`src/rtl/counter_pkg.sv`:
```
// Shared types and width helpers for the up/down counter family.
package counter_pkg;

   typedef enum logic {
      CNT_WRAP = 1'b0,
      CNT_SAT  = 1'b1
   } cnt_mode_e;

   // Guard bit so sums and differences never truncate before the range compare.
   localparam int unsigned EXT_BITS = 1;

   function automatic int unsigned ext_width(input int unsigned w);
      return w + EXT_BITS;
   endfunction

endpackage

```
`src/rtl/updown_counter_mod_if.sv`:
```
// Control/status bundle for updown_counter_mod; the controller is master, the counter is slave.
interface updown_counter_mod_if #(
   parameter int unsigned WIDTH = 8
);
   logic             en;
   logic             up;
   logic             down;
   logic [WIDTH-1:0] step;
   logic             sat_mode;
   logic             load;
   logic [WIDTH-1:0] load_value;
   logic [WIDTH-1:0] count;
   logic             at_max;
   logic             at_min;
   logic             ovf;
   logic             unf;

   modport master (
      output en, up, down, step, sat_mode, load, load_value,
      input  count, at_max, at_min, ovf, unf
   );

   modport slave (
      input  en, up, down, step, sat_mode, load, load_value,
      output count, at_max, at_min, ovf, unf
   );
endinterface

```
`src/rtl/count_step_alu.sv`:
```
// Next-count arithmetic for one step, with wrap/saturate handling and crossing events.
// Latency: combinational. Backpressure: none.
module count_step_alu
   import counter_pkg::*;
#(
   parameter int unsigned WIDTH = 8
) (
   input  logic [WIDTH-1:0] count,
   input  logic [WIDTH-1:0] s,
   input  logic             dir_up,
   input  cnt_mode_e        mode,
   input  logic [WIDTH-1:0] max_value,
   output logic [WIDTH-1:0] next_count,
   output logic             ovf,
   output logic             unf
);
   localparam int unsigned EW = ext_width(WIDTH);

   logic [EW-1:0] count_e;
   logic [EW-1:0] s_e;
   logic [EW-1:0] max_e;
   logic [EW-1:0] modulus;
   logic [EW-1:0] sum;
   logic [EW-1:0] wrap_up;
   logic [EW-1:0] wrap_dn;
   logic [EW-1:0] diff;

   always_comb begin
      count_e = {1'b0, count};
      s_e     = {1'b0, s};
      max_e   = {1'b0, max_value};
      modulus = max_e + EW'(1);
      sum     = count_e + s_e;
      wrap_up = sum - modulus;
      wrap_dn = count_e + modulus - s_e;
      diff    = count_e - s_e;

      next_count = count;
      ovf        = 1'b0;
      unf        = 1'b0;

      if (dir_up) begin
         if (sum <= max_e) begin
            next_count = sum[WIDTH-1:0];
         end else if (mode == CNT_WRAP) begin
            next_count = wrap_up[WIDTH-1:0];
            ovf        = 1'b1;
         end else begin
            next_count = max_value;
            ovf        = (count != max_value);
         end
      end else begin
         if (count_e >= s_e) begin
            next_count = diff[WIDTH-1:0];
         end else if (mode == CNT_WRAP) begin
            next_count = wrap_dn[WIDTH-1:0];
            unf        = 1'b1;
         end else begin
            next_count = '0;
            unf        = (count != '0);
         end
      end
   end
endmodule

```
`src/rtl/updown_counter_mod.sv`:
```
// Up/down counter with programmable modulus, runtime step, load and wrap/saturate mode.
// Latency: 1 cycle input to count/ovf/unf. Backpressure: none, accepts a command every cycle.
module updown_counter_mod
   import counter_pkg::*;
#(
   parameter int unsigned      WIDTH       = 8,
   parameter logic [WIDTH-1:0] MAX_VALUE   = {WIDTH{1'b1}},
   parameter logic [WIDTH-1:0] RESET_VALUE = '0
) (
   input logic                clk,
   input logic                rst,
   updown_counter_mod_if.slave bus
);
   logic [WIDTH-1:0] count_q;
   logic             ovf_q;
   logic             unf_q;

   logic [WIDTH-1:0] s_eff;
   logic [WIDTH-1:0] load_clamped;
   logic [WIDTH-1:0] alu_next;
   logic             alu_ovf;
   logic             alu_unf;
   logic             step_act;
   cnt_mode_e        mode;

   always_comb begin
      s_eff        = (bus.step > MAX_VALUE) ? MAX_VALUE : bus.step;
      load_clamped = (bus.load_value > MAX_VALUE) ? MAX_VALUE : bus.load_value;
      step_act     = bus.en && (bus.up ^ bus.down);
      mode         = bus.sat_mode ? CNT_SAT : CNT_WRAP;
   end

   count_step_alu #(.WIDTH(WIDTH)) u_alu (
      .count      (count_q),
      .s          (s_eff),
      .dir_up     (bus.up),
      .mode       (mode),
      .max_value  (MAX_VALUE),
      .next_count (alu_next),
      .ovf        (alu_ovf),
      .unf        (alu_unf)
   );

   always_ff @(posedge clk) begin
      if (rst) begin
         count_q <= RESET_VALUE;
         ovf_q   <= 1'b0;
         unf_q   <= 1'b0;
      end else if (bus.load) begin
         count_q <= load_clamped;
         ovf_q   <= 1'b0;
         unf_q   <= 1'b0;
      end else if (step_act) begin
         count_q <= alu_next;
         ovf_q   <= alu_ovf;
         unf_q   <= alu_unf;
      end else begin
         ovf_q   <= 1'b0;
         unf_q   <= 1'b0;
      end
   end

   // Terminal flags decode the register only, so they never see an input directly.
   assign bus.count  = count_q;
   assign bus.ovf    = ovf_q;
   assign bus.unf    = unf_q;
   assign bus.at_max = (count_q == MAX_VALUE);
   assign bus.at_min = (count_q == '0);
endmodule
```
`src/flat_wrapper.sv`:
```
// flat-port wrapper written by rule: the top's interface ports become plain ports
module updown_counter_mod_flat import counter_pkg::*;
#(
   parameter int unsigned      WIDTH       = 8,
   parameter logic [WIDTH-1:0] MAX_VALUE   = {WIDTH{1'b1}},
   parameter logic [WIDTH-1:0] RESET_VALUE = '0
)
  (clk, rst, bus_en, bus_up, bus_down, bus_step, bus_sat_mode, bus_load, bus_load_value, bus_count, bus_at_max, bus_at_min, bus_ovf, bus_unf);
  updown_counter_mod_if #(.WIDTH(WIDTH)) bus_i ();
  input logic clk;
  input logic rst;
  input wire logic [$bits(bus_i.en)-1:0] bus_en;
  input wire logic [$bits(bus_i.up)-1:0] bus_up;
  input wire logic [$bits(bus_i.down)-1:0] bus_down;
  input wire logic [$bits(bus_i.step)-1:0] bus_step;
  input wire logic [$bits(bus_i.sat_mode)-1:0] bus_sat_mode;
  input wire logic [$bits(bus_i.load)-1:0] bus_load;
  input wire logic [$bits(bus_i.load_value)-1:0] bus_load_value;
  output wire logic [$bits(bus_i.count)-1:0] bus_count;
  output wire logic [$bits(bus_i.at_max)-1:0] bus_at_max;
  output wire logic [$bits(bus_i.at_min)-1:0] bus_at_min;
  output wire logic [$bits(bus_i.ovf)-1:0] bus_ovf;
  output wire logic [$bits(bus_i.unf)-1:0] bus_unf;
  assign bus_i.en = bus_en;
  assign bus_i.up = bus_up;
  assign bus_i.down = bus_down;
  assign bus_i.step = bus_step;
  assign bus_i.sat_mode = bus_sat_mode;
  assign bus_i.load = bus_load;
  assign bus_i.load_value = bus_load_value;
  assign bus_count = bus_i.count;
  assign bus_at_max = bus_i.at_max;
  assign bus_at_min = bus_i.at_min;
  assign bus_ovf = bus_i.ovf;
  assign bus_unf = bus_i.unf;
  updown_counter_mod #(.WIDTH(WIDTH), .MAX_VALUE(MAX_VALUE), .RESET_VALUE(RESET_VALUE)) u_core (.clk(clk), .rst(rst), .bus(bus_i));
endmodule
```
`config.mk`:
```
export PLATFORM = sky130hd
export DESIGN_NAME = updown_counter_mod_flat
export DESIGN_NICKNAME = d
export VERILOG_FILES = /design/src/rtl/counter_pkg.sv /design/src/rtl/updown_counter_mod_if.sv /design/src/rtl/count_step_alu.sv /design/src/rtl/updown_counter_mod.sv /design/src/flat_wrapper.sv
export SDC_FILE = /design/constraint.sdc
export NUM_CORES = 1
export LEC_CHECK = 0
export CAP_MARGIN = 40
export CORE_ASPECT_RATIO = 0.9
export CORE_UTILIZATION = 45
export DETAILED_ROUTE_END_ITERATION = 16
export HOLD_SLACK_MARGIN = 0.05
export PLACE_DENSITY = 0.64
export SETUP_SLACK_MARGIN = 0.5
export SKIP_CTS_REPAIR_TIMING = 1
export SYNTH_ARGS = -nofsm -noshare
export SYNTH_HDL_FRONTEND = slang
export SYNTH_HIERARCHICAL = 1
export SYNTH_SLANG_ARGS = --single-unit
```
`constraint.sdc`:
```
create_clock -name clk -period 4.63 [get_ports clk]
set_input_delay 1.1575 -clock clk [delete_from_list [all_inputs] [get_ports clk]]
set_output_delay 1.1575 -clock clk [all_outputs]
set_load 0.01 [all_outputs]
```
==> run metrics <==
status=complete, but fails checks; failing checks=design-rule violations; Setup-failing EPs final=0; Gate Count Post-Synth=around 350; Area after DPL=roughly 3500 um2; Clock Path Buffers=2; Synth async-reset ratio=0%; commonest non-fill, non-tap cells in the layout=45 x inv_1, 43 x conb_1, 36 x buf_4; mux share of post-synthesis cell area=5.08%; first-pass GRT wire length=between 10,000 and 15,000 um; DR WL/cell=around 15 um; DRC=4; number of DRC markers in iteration 0=204; Peak VDD IR=between 0.00015 and 0.0002 V; # diodes=0; Critical Path End Type=register; yosys warns=6; GRT Util Overall=approximately a quarter; clk slew on worst S/H paths=0.05 ns; P&R area growth vs syn=41.0%; gp weighted congestion=0.907; fin. max-slew vios=0; register area share after synthesis=slightly above 7%; Top Usage Layer GRT=met2; EDFF count, synth=0; vias in the first global route=roughly 2.6k; total CTS buffers=3; share of layout cells above drive strength 1=about 20%; Vias=2,783; Worst-Skew Late Latency=between 0.2 and 0.25 ns; Detail Placement HPWL=around 6500 um; Critical Path Max Stage Delay=about 0.42 ns; I/O Buffers=34; drt total wl=between 8000 and 9000 um; Max Clock Freq=between 0.2 and 0.25 GHz; FF+latch count, synth=10; WP data arrival=4.17 ns; Die Y=between 70 and 80 um; Fin Setup TNS=0 ns; clk_skew=0.00180 ns; CTS tree=built; final-report hold violation count=0; root buffer cell=clkbuf_8; Fillers=slightly above 500; unrepaired setup endpoints after global routing=false; Site Rows=26; Avg Inst Size Synth=about 8.0 um2; Synth Area in Simple Gates=between 10% and 20%; largest net degree at the start of global routing=21; Max-cap violations=0; initial antenna violation count=0; HP Class=register to register; Initial Util=a little under half; Tightest Pin Transition=0.894 ns; global-route met1 utilization=a little over a third; PD cells=333 nW/um2; die width=between 80 and 90 um; Initial DRT Pass Iterations=10; H-tree depth=1; drt via density=~5.3; Final Instance Area=3890 um2; Final ANT Viol Nets=0; largest family of logic cells by synthesized area=adder cells; Die ar.=between 6000 and 7000 um2; core area=5790 um2; fin crit share=just under 90%; non-filler cells, final=about 520; Top FF cell, synth=dfxtp_1; clk sink count=10; Slowest-stage cell, CP=o311a_4; adder-cell share of the synthesized area=around 25%; Worst EP required=around 4.8 ns; Max FO, Critical Path=6; cell chain of the critical path=buf_6 > ha_4 > fa_2 > nand2b_4 > a21oi_2 > nor2_2 > xnor2_2 > ha_1 > nand4_1 > o21ai_1 > a21oi_1 > o311a_4 > buf_6 > mux2i_1 > a21oi_1 > mux2i_1 > a211oi_1; Startpoint Class=primary input; Finished Core Util=around two thirds; Inst Count DP=around 510; LEAKAGE=about 1.9 nW; routing usage on met3=about 3.3%; Post-Synth XOR/XNOR Area=roughly an eighth; nets=between 500 and 600; Relative slew margins=approximately two fifths; Synth cell types=between 50 and 60; Synth Cell Area=2760 um2; Overflow after GRT=0; commonest non-fill, non-tap cell in the layout=inv_1; Synth Area in Compound Gates=~24%; Ports=35; Crit Path Category=primary input to register; worst hold slack=0.795 ns; crit path time final=~4.0 ns; met2 Use GR=between 30% and 40%
[power by group]
group | switching (mW) | internal [mW] | leakage, nW
logic | 0.535 | 0.535 | 1.75
registers | 0.0367 | 0.0968 | 0.0828
clock network | 0.0345 | 0.0570 | 0.0216
[worst paths after layout]
| check | start | end | slack, ns | cells past startpoint |
|---|---|---|---|---|
| worst min-delay path | u_core/bus.count[7] | u_core/bus.count[7] | 0.80 | 2 |
| worst max-delay path | bus_step[0] | u_core/bus.count[4] | 0.60 | 17 |
| worst max register to register | u_core/bus.count[2] | u_core/bus.count[4] | 0.99 | 16 |
| worst min register to register | u_core/bus.count[7] | u_core/bus.count[7] | 0.80 | 2 |
[Yosys cell counts (all sizes together), types with 3 or more instances]
library cell / n / area, um2
inv: 45 / 169
ha: 40 / 500
xnor2: 27 / 244
a21oi: 25 / 140
a211oi: 23 / 173
nor2: 17 / 63.8
o21ai: 17 / 85.1
mux2i: 14 / 140
nand2: 11 / 43.8
xor2: 11 / 104
dfxtp: 10 / 200
fa: 10 / 200
nand2b: 10 / 70.1
nand3: 9 / 45.0
nor3: 8 / 40.0
buf: 7 / 42.5
clkbuf: 5 / 20.0
nand4: 5 / 31.3
o21bai: 5 / 37.5
a21o: 3 / 23.8
nor2b: 3 / 18.8
nor4: 3 / 18.8
or2: 3 / 18.8
[cell families after synthesis]
kind of cell / count (synthesis)
adders and majority gates: 50
buffers and inverters: 57
xor gates and xnor gates: 38
muxes: 14
and+or+nand+nor: 82
AOI/OAI and AO/OA: 94
other: 1
DFF: 10
[metrics by stage]
stage               setup slack [ns]  power, mW
floorplan                      0.767      0.759
global placement              -0.151       1.03
detailed placement            -0.188       1.04
CTS                           0.0387       1.14
global route                   0.420       1.40
finish                         0.598       1.30
[layout make-up]
type | count | area [um2] | share of cell area (%)
Multi-Input combinational cell | 321 | 2730 | 70.2
Timing Repair Buffer | 73 | 661 | 17.0
Sequential cell | 10 | 200 | 5.15
Inverter | 45 | 169 | 4.35
Tap cell | 70 | 87.6 | 2.25
Clock buffer | 3 | 41.3 | 1.06
[registers in the layout, indices dropped and copies added, names as in the netlist]
name,flops
u_core/bus.unf,1
u_core/bus.count,8
u_core/bus.ovf,1
[worst max-delay path, delay by kind of cell]
| family | cells | cell delay, ns |
|---|---|---|
| compound gates | 6 | 1.17 |
| xor+xnor | 1 | 0.18 |
| fa+ha+maj | 3 | 0.77 |
| buf+inv | 2 | 0.25 |
| mux | 2 | 0.25 |
| simple gates | 3 | 0.38 |
[routing by layer]
metal | part of all wire, % | vias up | routed length, um
li1 | - | 1407 | -
met1 | 48 | 1298 | 3910
met2 | 45 | 68 | 3670
met3 | 5.3 | 10 | 424
met4 | 0.87 | 0 | 70
met5 | 0 | - | 0
Power figures use the tool's default switching activity.
